--- src/rtl/ram_priority_arbiter_pkg.sv ---
// Shared definitions for the HyperRAM request-port arbiter: FSM encoding,
// skip-counter width and well-known master indices.
package ram_priority_arbiter_pkg;

   typedef enum logic [1:0] {
      ST_IDLE  = 2'd0,
      ST_ISSUE = 2'd1,
      ST_ACK   = 2'd2
   } arb_state_t;

   localparam int SKIP_W = 4;

   localparam int RAM_M_DMA   = 0;
   localparam int RAM_M_MMC64 = 1;

endpackage

--- src/rtl/ram_arb_select.sv ---
// Combinational winner selection: lowest-index promoted master, otherwise
// lowest-index requesting master.
module ram_arb_select
   import ram_priority_arbiter_pkg::*;
#(
   parameter int masters   = 2,
   parameter int max_skips = 7
) (
   input  logic [masters-1:0]        req,
   input  logic [masters*SKIP_W-1:0] skips,
   output logic [1:0]                win,
   output logic                      valid
);

   localparam logic [SKIP_W-1:0] MAX_SK = SKIP_W'(max_skips);

   logic       p_found;
   logic       r_found;
   logic [1:0] p_win;
   logic [1:0] r_win;

   always_comb begin
      p_found = 1'b0;
      r_found = 1'b0;
      p_win   = '0;
      r_win   = '0;
      for (int unsigned i = 0; i < masters; i++) begin
         if (req[i] && !p_found && (skips[i*SKIP_W +: SKIP_W] >= MAX_SK)) begin
            p_win   = 2'(i);
            p_found = 1'b1;
         end
         if (req[i] && !r_found) begin
            r_win   = 2'(i);
            r_found = 1'b1;
         end
      end
      valid = r_found;
      win   = p_found ? p_win : r_win;
   end

endmodule

--- src/rtl/ram_priority_arbiter.sv ---
// Fixed-priority arbiter with aging in front of the single HyperRAM
// controller port; IDLE -> ISSUE -> ACK handshake with registered command.
module ram_priority_arbiter
   import ram_priority_arbiter_pkg::*;
#(
   parameter int masters   = 2,
   parameter int abits     = 24,
   parameter int dbits     = 8,
   parameter int max_skips = 7
) (
   input  logic                     clk,
   input  logic                     reset,
   input  logic [masters-1:0]       m_req,
   output logic [masters-1:0]       m_ack,
   input  logic [masters-1:0]       m_we,
   input  logic [masters*abits-1:0] m_a,
   input  logic [masters*dbits-1:0] m_d,
   output logic [masters*dbits-1:0] m_q,
   output logic                     s_req,
   input  logic                     s_ack,
   output logic                     s_we,
   output logic [abits-1:0]         s_a,
   output logic [dbits-1:0]         s_d,
   input  logic [dbits-1:0]         s_q,
   output logic [1:0]               grant,
   output logic                     busy
);

   arb_state_t                state;
   logic [masters*SKIP_W-1:0] skips;
   logic [1:0]                win;
   logic                      win_valid;
   logic                      sel_we;
   logic [abits-1:0]          sel_a;
   logic [dbits-1:0]          sel_d;

   ram_arb_select #(
      .masters  (masters),
      .max_skips(max_skips)
   ) u_select (
      .req  (m_req),
      .skips(skips),
      .win  (win),
      .valid(win_valid)
   );

   // Compare-based mux keeps the 2-bit index legal for any master count.
   always_comb begin
      sel_we = 1'b0;
      sel_a  = '0;
      sel_d  = '0;
      for (int unsigned i = 0; i < masters; i++) begin
         if (win == 2'(i)) begin
            sel_we = m_we[i];
            sel_a  = m_a[i*abits +: abits];
            sel_d  = m_d[i*dbits +: dbits];
         end
      end
   end

   always_ff @(posedge clk) begin
      if (reset) begin
         state <= ST_IDLE;
         skips <= '0;
         m_ack <= '0;
         m_q   <= '0;
         s_req <= 1'b0;
         s_we  <= 1'b0;
         s_a   <= '0;
         s_d   <= '0;
         grant <= '0;
         busy  <= 1'b0;
      end else begin
         m_ack <= '0;
         for (int unsigned i = 0; i < masters; i++) begin
            if (!m_req[i]) skips[i*SKIP_W +: SKIP_W] <= '0;
         end
         case (state)
            ST_IDLE: begin
               if (win_valid) begin
                  s_req <= 1'b1;
                  s_we  <= sel_we;
                  s_a   <= sel_a;
                  s_d   <= sel_d;
                  grant <= win;
                  busy  <= 1'b1;
                  state <= ST_ISSUE;
                  // Losers still requesting age by one, saturating.
                  for (int unsigned i = 0; i < masters; i++) begin
                     if (m_req[i]) begin
                        if (win == 2'(i))
                           skips[i*SKIP_W +: SKIP_W] <= '0;
                        else if (skips[i*SKIP_W +: SKIP_W] != '1)
                           skips[i*SKIP_W +: SKIP_W] <= skips[i*SKIP_W +: SKIP_W] + 1'b1;
                     end
                  end
               end
            end
            ST_ISSUE: begin
               if (s_ack) begin
                  s_req <= 1'b0;
                  for (int unsigned i = 0; i < masters; i++) begin
                     if (grant == 2'(i)) begin
                        m_q[i*dbits +: dbits] <= s_q;
                        m_ack[i]              <= 1'b1;
                     end
                  end
                  state <= ST_ACK;
               end
            end
            ST_ACK: begin
               busy  <= 1'b0;
               state <= ST_IDLE;
            end
            default: state <= ST_IDLE;
         endcase
      end
   end

endmodule
--- config.mk ---
export PLATFORM = sky130hd
export DESIGN_NAME = ram_priority_arbiter
export DESIGN_NICKNAME = d
export VERILOG_FILES = /design/src/rtl/ram_priority_arbiter_pkg.sv /design/src/rtl/ram_arb_select.sv /design/src/rtl/ram_priority_arbiter.sv
export SDC_FILE = /design/constraint.sdc
export NUM_CORES = 1
export LEC_CHECK = 0
export ABC_CLOCK_PERIOD_IN_PS = 3200
export BUFFER_PORTS_ARGS = -buffer_cell sky130_fd_sc_hd__buf_2
export CAP_MARGIN = 10
export CELL_PAD_IN_SITES_DETAIL_PLACEMENT = 0
export CELL_PAD_IN_SITES_GLOBAL_PLACEMENT = 1
export CORE_MARGIN = 5
export CORE_UTILIZATION = 34
export DETAILED_ROUTE_END_ITERATION = 7
export PLACE_DENSITY = 0.92
export SLEW_MARGIN = 20
export SYNTH_ARGS = -nofsm -noshare
export SYNTH_HDL_FRONTEND = slang
export SYNTH_SLANG_ARGS = --single-unit
--- constraint.sdc ---
create_clock -name clk -period 3.2 [get_ports clk]
set_input_delay 0.96 -clock clk [delete_from_list [all_inputs] [get_ports clk]]
set_output_delay 0.96 -clock clk [all_outputs]
set_load 0.1 [all_outputs]
* Yosys cells after proc, flatten, opt, wreduce, memory -nomap -nowiden *
Index checks and enable logic that the tools add are counted.

storage, ports and cells
  register bits = 65
  output and inout port bits = 55
  word-level logic and storage cells = 75

cells by class
  $add $sub $neg = 2
  order comparisons = 2
  eq/ne operators = 8
  mux-type cells = 32
  bitwise operators = 2
  reduce and logical (&&, ||, !) cells = 18

operators with widths
  kind                                                                                  number
  24-bit 2-to-1 mux                                                                     2
  4-bit 2-to-1 mux                                                                      8
  8-bit 2-to-1 mux                                                                      4
  1-bit 2-to-1 mux                                                                      13
  3-bit AND reduction                                                                   3
  4-bit by 1-bit adder with 4-bit output (second input constant)                        2
  4-bit by 3-bit greater-or-equal comparator with 1-bit output (second input constant)  2
  4-bit inequality test (second input constant)                                         2
  2-bit by 1-bit == test with 1-bit output (second input constant)                      3
  2-bit logical NOT                                                                     3
  2-bit AND reduction                                                                   3
  1-bit logical AND                                                                     4
  2-bit 2-to-1 mux                                                                      2
  1-bit case mux with 2 select lines                                                    2
  2-bit case mux with 2 select lines                                                    1
  2-bit nonzero test                                                                    2
  3-bit OR reduction                                                                    1
  2-bit == test (second input constant)                                                 1
  1-bit logical NOT                                                                     2
  2-bit by 1-bit inequality test with 1-bit output (second input constant)              1
  2-bit inequality test (second input constant)                                         1
  1-bit inverter                                                                        2

* Logic depth before layout (Yosys ltp) *
  depth in word-level cells = 13
  gate-level depth with buffers = 6
  gate-level depth less buffers = 5

* Cells and area by module *
A second synthesis with hierarchy kept.

second synthesis, totals
  cell total of the unflattened synthesis = 357
  area total of the unflattened synthesis = 2859.0 µm²

modules (own cells, without submodules)
  module                times used  cells each  area an instance (µm²)  seq. area each (µm²)
  ram_priority_arbiter  1           349         2797.7                  1301.2
  ram_arb_select        1           8           61.3                    0.0

* Worst setup path after synthesis *
Ideal clock, no wire load.

  path type = input -> register
  start = in m_req[1]
  end = reg skips[0]
  library setup time = 0.070 ns
  arrival = 2.067 ns
  required time = 3.130 ns
  path slack = 1.064 ns
  stages on the path = 5
  path buffers = 1
  cell sequence = inv_2 o41a_1 buf_2 or3_1 a21oi_1

between the ends
  word-level cells in the longest chain between the ends = 9
  elaborated cells between the ends (all ways) = 13

ends and longest elaborated chain
  item                             RTL line                    text
  from (decl)                      ram_priority_arbiter.sv:13  input logic [masters-1:0] m_req,
  1-bit logical AND (2 in series)  ram_arb_select.sv:28        if (req[i] && !p_found && (skips[i*SKIP_W +: SKIP_W] >= MAX_SK)) begin
  1-bit 2-to-1 mux                 ram_arb_select.sv:28
  1-bit 2-to-1 mux                 ram_arb_select.sv:38        win = p_found ? p_win : r_win;
  2-bit logical NOT                ram_priority_arbiter.sv:91  if (win == 2'(i))
  4-bit 2-to-1 mux                 ram_priority_arbiter.sv:91
  4-bit 2-to-1 mux                 ram_priority_arbiter.sv:90  if (m_req[i]) begin
  8-bit 2-to-1 mux *               ram_priority_arbiter.sv:80  if (win_valid) begin
  8-bit 2-to-1 mux *               ram_priority_arbiter.sv:78  case (state)
  to (signal, indexed assignment)  ram_priority_arbiter.sv:94  skips[i*SKIP_W +: SKIP_W] <= skips[i*SKIP_W +: SKIP_W] + 1'b1;
  to (decl)                        ram_priority_arbiter.sv:30  logic [masters*SKIP_W-1:0] skips;

Mark *: on every way between the ends. The rest lies on a longest branch, timed or not.
A chain may end at the register's enable or synchronous reset.

* Worst setup path after layout *
  start = reg grant[0]
  end = out grant[0]

RTL lines
  item                    RTL line                    text
  from (decl)             ram_priority_arbiter.sv:25  output logic [1:0] grant,
  from (signal assigned)  ram_priority_arbiter.sv:85  grant <= win;

No word-level cell between the ends.

==> flow_metrics.env <==
export IMPL_p_leak_uw=0.00170
export IMPL_cts_setup_buffers=0
export IMPL_power_density_nw_per_um2=657
export IMPL_cp_end_kind="output port"
export IMPL_antenna_found_initial=0
export IMPL_avgSynthCellArea_um2=7.81
export IMPL_core_area_um2=7730
export IMPL_final_nets=551
export IMPL_hold_class="flip-flop to flip-flop"
export IMPL_pin_count=134
export IMPL_r2r_start="skips[4]"
export IMPL_drv_cap=0
export IMPL_gp_congestion=0.785
export IMPL_vias=2831
export IMPL_path_clk_slew_ns=0.07
export IMPL_rsz0062_at_grt="no"
export IMPL_status="finished, final reports clean"
export IMPL_die_h_um=99.1
export IMPL_cp_arrival_ns=1.17
export IMPL_yosys_area_share_adder_pct=0.926
export IMPL_cp_slowest_cell="buf_2"
export IMPL_cts_resized=0
export IMPL_synth_edf_count=0
export IMPL_drtAntennaViolNets=0
export IMPL_postRouteWirelength_um=7850
export IMPL_final_setup_skew_ns=0.0108
export IMPL_grt_usage_pct=15.8
export IMPL_dp_cells=561
export IMPL_synthSimpleGateAreaFrac_pct=26.4
export IMPL_cts_tree="yes"
export IMPL_final_hold_violation_count=0
export IMPL_overflow=0
export IMPL_ys_async_sr_fraction_pct=0
export IMPL_hp_start="m_q[6]"
export IMPL_grt_pass1_vias=2823
export IMPL_synth_cells=346
export IMPL_rows=32
export IMPL_clock_sinks=64
export IMPL_final_setup_tns_ns=0
export IMPL_cts_root_buf="clkbuf_8"
export IMPL_relSlewSlack_pct=50.4
export IMPL_ys_warnings_count=0
export IMPL_clkLatencyLatePin_ns=0.33
export IMPL_fin_crit_sh_pct=66.7
export IMPL_regArea_um2=1280
export IMPL_holdBufCountCts=0
export IMPL_fin_cells=576
export IMPL_synth_compound_area_share_pct=20.4
export IMPL_utilization_pct=47.4
export IMPL_die_area_um2=9830
export IMPL_tightestPinTransition_ns=0.744
export IMPL_report_power_total_uw=2410
export IMPL_grt_max_degree=50
export IMPL_max_freq_mhz=468
export IMPL_port_buffers=132
export IMPL_vdd_drop_max_uv=381
export IMPL_min_period_ns=2.13
export IMPL_syn2layout_area_growth_pct=35.7
export IMPL_clock_path_buffers=2
export IMPL_syn_area_um2=2700
export IMPL_slowest_delay_ns=0.45
export IMPL_drtIter0Drc=78
export IMPL_crit_type="flip-flop to output port"
export IMPL_setup_viol=0
export IMPL_rr_worst_depth=6
export IMPL_required_ns=2.24
export IMPL_layout_drive_gt1_share_pct=33.3
export IMPL_synth_top_family_by_area="simple AND/OR/NAND/NOR gates"
export IMPL_hold_depth=2
export IMPL_yosysSeqAreaShare_pct=47.4
export IMPL_cts_max_level=3
export IMPL_first_pass_iters=4
export IMPL_slew_viol_final=0
export IMPL_vias_per_cell=4.91
export IMPL_fp_dieW_um=99.1
export IMPL_start_kind="flip-flop"
export IMPL_fill_cells=787
export IMPL_multi_input_area_um2=1300
export IMPL_dp_hpwl_um=5900
export IMPL_antenna_cells=0
export IMPL_crit_path_start="grant[0]"
export IMPL_path_max_fanout=4
export IMPL_drcViolationCount=0
export IMPL_synth_xor_area_share_pct=0
export IMPL_ys_flop_type="dfxtp_1"
export IMPL_wl_per_cell_um=13.6
export IMPL_initial_core_util_pct=35.0
export IMPL_cts_buffers=9
export IMPL_synthMuxAreaShare_pct=0
export IMPL_crit_family="buffers and inverters"
export IMPL_path_depth=1
export IMPL_synth_cell_types=33
export IMPL_crit_chain="buf_2"
export IMPL_ys_ff_latch=64
export IMPL_grt_pass1_wl_um=12700
export IMPL_syn_num_nets=427
export IMPL_crit_buf_inv=1
==> sequential cells by signal (all words and copies together), names as in the netlist <==
register,flops
state,2
m_ack,2
s_we,1
skips,8
s_d,8
s_a,24
m_q,16
grant,1
s_req,1
busy,1
==> routing by layer <==
metal / routed length, um / vias to the layer above / global-route usage (%)
met5: 0 / - / 0
met4: 122 / 0 / 6.62
met3: 897 / 12 / 7.64
met2: 3430 / 122 / 24.0
met1: 3400 / 1261 / 19.2
li1: - / 1436 / -
==> worst paths after layout <==
| path | end | slack [ns] |
|---|---|---|
| worst max-delay path | grant[0] | 1.07 |
| worst min-delay path | m_q[6] | 0.46 |
| worst max register to register | s_d[3] | 1.07 |
| worst min register to register | m_q[6] | 0.46 |
==> cells in the mapped netlist (3+ instances only) <==
| library cell | count | area share [%] |
|---|---|---|
| a31oi_1 | 3 | 0.69 |
| buf_2 | 5 | 0.93 |
| a21oi_1 | 26 | 4.8 |
| nand2_1 | 106 | 15 |
| a311oi_1 | 33 | 11 |
| nor3_1 | 3 | 0.56 |
| nand3_1 | 5 | 0.93 |
| buf_4 | 3 | 0.83 |
| dfxtp_1 | 64 | 47 |
| nor2_1 | 47 | 6.5 |
| nand2b_1 | 5 | 1.2 |
| clkbuf_1 | 18 | 2.5 |
| o211ai_1 | 3 | 0.83 |
==> layout make-up <==
cell class                      count  area share (%)
Clock buffer                       12            4.23
Inverter                            3           0.307
Sequential cell                    64            35.0
Multi-Input combinational cell    253            35.4
Timing Repair Buffer              139            19.8
Clock inverter                      3            1.78
Tap cell                          102            3.48
==> stage by stage <==
stage	hold WS, ns	area (um2)	setup WS, ns
2_1_floorplan	0.470	2700	1.06
3_3_place_gp	0.440	3440	0.803
3_5_place_dp	0.450	3440	0.732
4_1_cts	0.460	3660	1.04
5_1_grt	0.486	3660	0.881
6_report	0.456	3660	1.07
==> cell families (layout without fill, tap and decap cells) <==
logic type,after synthesis,count (layout)
and+or+nand+nor,176,176
other,1,1
adders and majority gates,2,2
buffers and inverters,29,157
DFF,64,64
AOI/OAI and AO/OA,74,74
==> where the power goes <==
| group | internal, uW | leakage [uW] | total [uW] | switching [uW] |
|---|---|---|---|---|
| combinational | 147 | 0.00106 | 747 | 600 |
| sequential | 862 | 0.000526 | 899 | 36.8 |
| clock | 476 | 0.000112 | 764 | 287 |
| total | 1490 | 0.00170 | 2410 | 924 |
==> layout by cell type, fill, tap and decap left out, types with 3 or more instances in the layout <==
cell        n
dfxtp_1    64
buf_2     132
o211ai_1    3
buf_4       6
nor2_1     47
a31oi_1     3
nand3_1     5
nand2b_1    5
clkbuf_8   11
a311oi_1   33
nor3_1      3
a21oi_1    26
nand2_1   106
Power figures use the tool's default switching activity.
